==> src/rtl/tm_pkg.sv <==
// Shared constants for the timer/PWM peripheral: register addresses,
// CTRL bit positions and the PWM compare helper.
package tm_pkg;

    // Register addresses on the byte-wide slave port.
    localparam logic [1:0] TM_CTRL   = 2'd0;
    localparam logic [1:0] TM_PERIOD = 2'd1;
    localparam logic [1:0] TM_CMP    = 2'd2;
    localparam logic [1:0] TM_CNT    = 2'd3;

    // CTRL register bit positions.
    localparam int CTRL_EN      = 0;
    localparam int CTRL_EXT     = 1;
    localparam int CTRL_OVF_IE  = 2;
    localparam int CTRL_CMP_IE  = 3;
    localparam int CTRL_PWM_EN  = 4;
    localparam int CTRL_PWM_POL = 5;
    localparam int CTRL_CMPF    = 6;
    localparam int CTRL_OVFF    = 7;

    // Event input indices into the edge-detector bank.
    localparam int EV_COUNT = 0;
    localparam int EV_START = 1;
    localparam int EV_STOP  = 2;
    localparam int EV_NUM   = 3;

    // Raw PWM level before the odd/even split.
    // CMP=0 forces 0% duty and CMP>PERIOD forces 100% duty, independent of
    // where the counter happens to be (it may have been loaded above PERIOD).
    function automatic logic pwm_raw(
        input logic [7:0] cnt,
        input logic [7:0] cmp,
        input logic [7:0] period,
        input logic       pol
    );
        logic level;
        if (cmp == 8'd0) begin
            level = 1'b0;
        end else if (cmp > period) begin
            level = 1'b1;
        end else begin
            level = (cnt < cmp);
        end
        return level ^ pol;
    endfunction

endpackage

==> src/rtl/tm_edge_detect.sv <==
// Rising-edge detector for a clk-synchronous event input.
// One history register; the pulse is high in the cycle where the input is 1
// and was 0 at the previous clock edge, so it is consumed at the next edge.
module tm_edge_detect (
    input  logic clk,
    input  logic reset,
    input  logic evnt,
    output logic rise
);

    logic evnt_prev_reg;

    // History of the event level from the previous clock.
    always_ff @(posedge clk) begin
        if (reset) begin
            evnt_prev_reg <= 1'b0;
        end else begin
            evnt_prev_reg <= evnt;
        end
    end

    assign rise = evnt & ~evnt_prev_reg;

endmodule

==> src/rtl/timer_modport.sv <==
// 8-bit timer/PWM peripheral with a 4-register byte-wide slave port.
// Counts clocks or Evnt0 edges, raises overflow/compare flags with a
// maskable level interrupt and drives PWM outputs from the CMP register.
module timer_modport
    import tm_pkg::*;
#(
    parameter int PWM_SIZE = 1
) (
    input  logic                clk,
    input  logic                reset,
    input  logic [1:0]          addr,
    input  logic                wr_en,
    input  logic                rd_en,
    input  logic [7:0]          wdata,
    output logic [7:0]          rdata,
    input  logic                Evnt0,
    input  logic                Evnt1,
    input  logic                Evnt2,
    output logic [PWM_SIZE-1:0] PWM,
    output logic                Int
);

    // Register state.
    logic [7:0] ctrl_reg,   ctrl_next;
    logic [7:0] period_reg;
    logic [7:0] cmp_reg;
    logic [7:0] cnt_reg,    cnt_next;
    logic [7:0] rdata_reg,  rdata_next;

    // Decoded bus strobes.
    logic wr_ctrl, wr_period, wr_cmp, wr_cnt;

    // Event edge pulses, indexed by EV_COUNT / EV_START / EV_STOP.
    logic [EV_NUM-1:0] evnt_vec;
    logic [EV_NUM-1:0] evnt_rise;

    // Counter control.
    logic tick;
    logic wrap;
    logic ovf_hit;
    logic cmp_hit;
    logic raw;

    assign wr_ctrl   = wr_en && (addr == TM_CTRL);
    assign wr_period = wr_en && (addr == TM_PERIOD);
    assign wr_cmp    = wr_en && (addr == TM_CMP);
    assign wr_cnt    = wr_en && (addr == TM_CNT);

    assign evnt_vec[EV_COUNT] = Evnt0;
    assign evnt_vec[EV_START] = Evnt1;
    assign evnt_vec[EV_STOP]  = Evnt2;

    // One edge detector per event input.
    generate
        for (genvar gi = 0; gi < EV_NUM; gi++) begin : g_edge
            tm_edge_detect u_edge (
                .clk   (clk),
                .reset (reset),
                .evnt  (evnt_vec[gi]),
                .rise  (evnt_rise[gi])
            );
        end
    endgenerate

    // A tick is one counting step: every clock, or each Evnt0 rising edge.
    assign tick    = ctrl_reg[CTRL_EN] &
                     (ctrl_reg[CTRL_EXT] ? evnt_rise[EV_COUNT] : 1'b1);
    assign wrap    = (cnt_reg == period_reg);
    assign ovf_hit = tick & wrap;
    assign cmp_hit = tick & (cnt_reg == cmp_reg);

    // Counter next value: a CPU load beats a tick; PERIOD=0 pins CNT at 0.
    always_comb begin
        cnt_next = cnt_reg;
        if (wr_cnt) begin
            cnt_next = wdata;
        end else if (tick) begin
            cnt_next = wrap ? 8'd0 : cnt_reg + 8'd1;
        end
    end

    // CTRL next value: CPU write owns EN and config bits, events move EN
    // otherwise (stop wins over start), flags are set-dominant over W1C.
    always_comb begin
        ctrl_next = ctrl_reg;
        if (wr_ctrl) begin
            ctrl_next[CTRL_PWM_POL:CTRL_EN] = wdata[CTRL_PWM_POL:CTRL_EN];
        end else if (evnt_rise[EV_STOP]) begin
            ctrl_next[CTRL_EN] = 1'b0;
        end else if (evnt_rise[EV_START]) begin
            ctrl_next[CTRL_EN] = 1'b1;
        end
        ctrl_next[CTRL_CMPF] = (ctrl_reg[CTRL_CMPF] & ~(wr_ctrl & wdata[CTRL_CMPF]))
                               | cmp_hit;
        ctrl_next[CTRL_OVFF] = (ctrl_reg[CTRL_OVFF] & ~(wr_ctrl & wdata[CTRL_OVFF]))
                               | ovf_hit;
    end

    // Read mux over the pre-update register values.
    always_comb begin
        rdata_next = rdata_reg;
        if (rd_en) begin
            case (addr)
                TM_CTRL:   rdata_next = ctrl_reg;
                TM_PERIOD: rdata_next = period_reg;
                TM_CMP:    rdata_next = cmp_reg;
                default:   rdata_next = cnt_reg;
            endcase
        end
    end

    // Control, count and read-data registers.
    always_ff @(posedge clk) begin
        if (reset) begin
            ctrl_reg  <= 8'd0;
            cnt_reg   <= 8'd0;
            rdata_reg <= 8'd0;
        end else begin
            ctrl_reg  <= ctrl_next;
            cnt_reg   <= cnt_next;
            rdata_reg <= rdata_next;
        end
    end

    // Plain read/write configuration registers.
    always_ff @(posedge clk) begin
        if (reset) begin
            period_reg <= 8'd0;
            cmp_reg    <= 8'd0;
        end else begin
            if (wr_period) begin
                period_reg <= wdata;
            end
            if (wr_cmp) begin
                cmp_reg <= wdata;
            end
        end
    end

    assign rdata = rdata_reg;

    // Level interrupt straight from the flag and enable registers.
    assign Int = (ctrl_reg[CTRL_OVFF] & ctrl_reg[CTRL_OVF_IE]) |
                 (ctrl_reg[CTRL_CMPF] & ctrl_reg[CTRL_CMP_IE]);

    assign raw = pwm_raw(cnt_reg, cmp_reg, period_reg, ctrl_reg[CTRL_PWM_POL]);

    // Even outputs follow the raw level, odd outputs are its complement.
    generate
        for (genvar gi = 0; gi < PWM_SIZE; gi++) begin : g_pwm
            if ((gi % 2) == 0) begin : g_even
                assign PWM[gi] = ctrl_reg[CTRL_PWM_EN] & raw;
            end else begin : g_odd
                assign PWM[gi] = ctrl_reg[CTRL_PWM_EN] & ~raw;
            end
        end
    endgenerate

endmodule

==> config.mk <==
export PLATFORM = sky130hd
export DESIGN_NAME = timer_modport
export DESIGN_NICKNAME = d
export VERILOG_FILES = /design/src/rtl/tm_pkg.sv /design/src/rtl/tm_edge_detect.sv /design/src/rtl/timer_modport.sv
export SDC_FILE = /design/constraint.sdc
export NUM_CORES = 1
export LEC_CHECK = 0
export CAP_MARGIN = 10
export CORE_ASPECT_RATIO = 0.7
export CORE_MARGIN = 4
export CORE_UTILIZATION = 60
export DETAILED_ROUTE_END_ITERATION = 7
export DONT_BUFFER_PORTS = 1
export HOLD_SLACK_MARGIN = 0.06
export PLACE_DENSITY = 0.76
export RECOVER_POWER = 100
export SETUP_SLACK_MARGIN = 0.2
export SYNTH_ARGS = -nofsm -noshare
export SYNTH_HDL_FRONTEND = slang
export SYNTH_SLANG_ARGS = --single-unit
==> constraint.sdc <==
create_clock -name clk -period 4.02 [get_ports clk]
set_input_delay 0.402 -clock clk [delete_from_list [all_inputs] [get_ports clk]]
set_output_delay 0.402 -clock clk [all_outputs]
set_load 0.05 [all_outputs]
; Word level (Yosys, flattened, before mapping)
; Cells that the tools add are included.
[totals]
out_inout_bits = 10
register_bits = 43
[classes]
reduce_logical = 8
n_eq_ne = 5
add_sub_neg = 1
bitwise_logic = 22
n_mux = 10
order_cmp = 2
[op_table]
columns = cell, count
row1 = 8-bit 2-to-1 mux, 3
row2 = 8-bit case mux with 3 select lines, 1
row3 = 8-bit == test, 2
row4 = 1-bit AND, 13
row5 = 8-bit by 1-bit adder with 8-bit output (second input constant), 1
row6 = 8-bit greater-than comparator, 1
row7 = 8-bit zero test, 1
row8 = 8-bit < comparator, 1
row9 = 1-bit 2-to-1 mux, 6
row10 = 1-bit inverter, 5
row11 = 2-bit == test (second input constant), 2
row12 = 1-bit logical AND, 4
row13 = 1-bit OR, 3
row14 = 3-bit nonzero test, 1
row15 = 2-bit by 1-bit == test with 1-bit output (second input constant), 1
row16 = 2-bit zero test, 1
row17 = 2-bit nonzero test, 1
row18 = 1-bit XOR, 1

; Depth between registers and ports, before layout
[logic_depth]
word_depth = 6
mapped_depth = 7
mapped_depth_nobuf = 7

; Cells and area by module
; Synthesis repeated with hierarchy kept, for this count alone.
[hier_totals]
hier_cells = 270
area_unflattened_um2 = 2499.9
[modules_own_cells]
columns = mod, cells_per_inst, seq_area_each_um2, area_each_um2, instances
row1 = timer_modport, 261, 800.8, 2357.3, 1
row2 = tm_edge_detect, 3, 20.0, 47.5, 3

; Worst setup path before layout
; No wires, ideal clock.
[synth_timing]
kind = register to output
startpoint = register period_reg[1]
endpoint = output port PWM
arrival_ps = 2087
stages_incl_launch_ff = 8
setup_slack_ps = 1531
t_required_ps = 3618
path_cell_list = dfxtp_1 -> inv_1 -> ha_1 -> nor2b_1 -> o211ai_1 -> a211o_1 -> and4b_1 -> or4_1
[synth_between]
elab_chain_len = 5
[synth_rtl]
columns = item, line
row1 = from (decl), timer_modport.sv:25  ; logic [7:0] period_reg;
row2 = from (signal assigned), timer_modport.sv:132  ; period_reg <= wdata;
row3 = 8-bit greater-than comparator, tm_pkg.sv:39  ; end else if (cmp > period) begin
row4 = 1-bit 2-to-1 mux, tm_pkg.sv:39
row5 = 1-bit 2-to-1 mux, tm_pkg.sv:37  ; if (cmp == 8'd0) begin
row6 = 1-bit XOR, tm_pkg.sv:44  ; return level ^ pol;
row7 = 1-bit AND, timer_modport.sv:152  ; assign PWM[gi] = ctrl_reg[CTRL_PWM_EN] & raw;
row8 = to (decl), timer_modport.sv:19  ; output logic [PWM_SIZE-1:0] PWM,
; Every way passes these cells.

; Worst setup path in the final report
; Ends and elaborated chain as after synthesis.

==> flow_metrics.tcl <==
set metrics [dict create \
    status "completed" \
    startpoint_type "flop" \
    power.density_nw_per_um2 369 \
    grt_max_degree 44 \
    met2_usage_pct 36.8 \
    wl_per_cell_um 18.0 \
    fin_nets 304 \
    io_pins 27 \
    p_leak_nw 1.12 \
    fin_ws_ps 1030 \
    synth_top_family_by_area "simple AND/OR/NAND/NOR gates" \
    synth_warnings 0 \
    area_growth_pct 4.85 \
    drive_gt1_share_pct 6.27 \
    rrSetupSlack_ps 2090 \
    critical_path_arrival_ps 2580 \
    synth_nets 311 \
    finalSetupViolCount 0 \
    num_antenna_cells 0 \
    fin_crit_sh_pct 74.3 \
    cts_setup_buffers 0 \
    r2r_start "cnt_reg[2]$_SDFFE_PP0P_" \
    ys_seq_elements 43 \
    vias 1979 \
    pre_cts_ws_ps 1380 \
    synth-simple-area-share_pct 19.0 \
    dieWidth_um 84.8 \
    synthXorXnorAreaFrac_pct 3.53 \
    gp_congestion 0.909 \
    gr-total-overflow 0 \
    num_rows 19 \
    die_area_um2 5240 \
    post-synth-top-area-cell "dfxtp_1" \
    die_y_um 61.8 \
    postRouteAntennaNets 0 \
    clock_latency_ps 300 \
    start_util_pct 62.8 \
    grt_util_all_layers_pct 24.2 \
    synth_area_um2 2480 \
    hold_viol 0 \
    synthMuxAreaShare_pct 18.6 \
    rsz0062_at_grt "false" \
    final_util_pct 65.9 \
    drc 0 \
    fp.coreArea_um2 3950 \
    maxCapViolCount 0 \
    drt_iter0_markers 149 \
    antenna_found_initial 0 \
    setup-tns-final_ps 0 \
    min_period_ps 2990 \
    hold_start "reset" \
    min_path_cells 1 \
    hpwl_mm 4.16 \
    max_slew_margin_pct 54.2 \
    portBuffers 0 \
    worstPathRequired_ps 3620 \
    worst_ir_drop_vdd_uv 303 \
    hp-class "primary input to flop" \
    r2r_cells 5 \
    synth_area_leaders "dfxtp_1 (35%), mux2i_1 (11%), ha_1 (8.6%)" \
    clkTransAtPathRegs_ps 90 \
    final_cell_mix "dfxtp_1 (43), nor2_1 (38), mux2i_1 (28)" \
    fin_area_um2 2600 \
    cts_resized 0 \
    synthDistinctLibCells 35 \
    avgViaCountPerCell 6.13 \
    met1_usage_pct 33.7 \
    root_buffer "clkbuf_8" \
    cts_tree "yes" \
    critPathKind "flop to output pin" \
    slew_violations 0 \
    cts_buffer_depth 2 \
    wl_mm 5.83 \
    fmax_mhz 335 \
    crit_fanout 4 \
    worstMarginPinSlew_ps 684 \
    netlist_instances 277 \
    htree_levels 2 \
    rr_endpoint "cnt_reg[4]$_SDFFE_PP0P_" \
    endpoint_kind "output pin" \
    yosysTopAreaCellShare_pct 34.7 \
    mostFrequentLayoutCell "dfxtp_1" \
    synth.avg_cell_area_um2 8.95 \
    skew_ps 7.39 \
    hold_path_end "ctrl_reg[1]$_SDFFE_PP0P_" \
    cts-buffers-inserted 5 \
    grt_pass1_wl_mm 9.73 \
    synth_compound_area_share_pct 10.1 \
    grtUsageMet3_pct 7.64 \
    ys_seq_area_share_pct 34.7 \
    synth_fa_ha_area_share_pct 8.58 \
    hold_buffers 0 \
    grt_busiest_layer "met2" \
    clock_sinks 43 \
    detail_route.first_pass.iterations 4 \
    post_dp_cell_area_um2 2490 \
    grt_pass1_vias 1853 \
]
cell type report:
class / count / area [um^2]
clock inverters: 3 / 43.8
repair buffers: 2 / 11.3
inverters: 18 / 67.6
clock buffers: 5 / 68.8
well taps: 52 / 65.1
flip-flops and latches: 43 / 861
fillers: 346 / 1350
multi-input cells: 200 / 1480
metrics by stage:
step / hold WS [ps] / total power [W] / cells
after floorplan: 471 / 0.000600 / 277
after global placement: 478 / 0.000619 / 315
after detailed placement: 479 / 0.000623 / 315
after CTS: 150 / 0.000963 / 323
after global routing: 141 / 0.00100 / 323
final: 159 / 0.000959 / 323
per-layer routing:
metal / part of all wire, % / vias to the layer above
li1: - / 969
met1: 47 / 928
met2: 43 / 74
met3: 8.8 / 8
met4: 1.2 / 0
met5: 0 / -
synth_stat cells:
master,number
xor2_1,9
ha_1,17
dfxtp_1,43
a22o_1,1
nand3b_1,3
and2_1,1
a2111oi_0,1
nand2_1,16
or4_1,1
nor3_1,4
nor4_1,5
and4b_1,2
nand3_1,9
clkbuf_1,8
a41oi_1,1
a31oi_1,4
o21a_1,2
a211oi_1,3
nand4_1,6
a32oi_1,1
o211ai_1,4
xnor2_1,1
nor3b_1,2
o21ai_0,6
and3_1,2
buf_2,7
buf_1,1
nor2b_1,8
a21oi_1,15
mux4_2,8
inv_1,18
a211o_1,1
mux2i_1,28
nor2_1,38
o32ai_1,1
cells by family after synthesis:
| logic type | Yosys count |
|---|---|
| AND/OR/NAND/NOR | 97 |
| flip-flops | 43 |
| AO/OA/AOI/OAI | 40 |
| multiplexers | 36 |
| buffers and inverters | 34 |
| adder cells (fa/ha/maj) | 17 |
| XOR/XNOR | 10 |
worst max path at each step:
stage | end | slack, ps | start
2_1_floorplan | PWM | 1530 | period_reg[1]$_SDFFE_PP0P_
3_3_place_gp | PWM | 1430 | period_reg[1]$_SDFFE_PP0P_
3_5_place_dp | PWM | 1380 | period_reg[1]$_SDFFE_PP0P_
4_1_cts | PWM | 1030 | period_reg[1]$_SDFFE_PP0P_
5_1_grt | PWM | 920 | period_reg[1]$_SDFFE_PP0P_
6_report | PWM | 1030 | period_reg[1]$_SDFFE_PP0P_
power by group:
part           internal [W]  switching [W]
Sequential         0.000444      0.0000331
Clock              0.000185       0.000158
Combinational     0.0000638      0.0000745
Total              0.000693       0.000265
worst max-delay path, cell delays in order, from the launching register on:
cell and delay (ps):
dfxtp_1 400, inv_1 60, ha_1 300, nor2b_1 130, o211ai_1 90, a211o_1 320
and4b_1 200, or4_1 780
(Power assumes the default switching activity.)
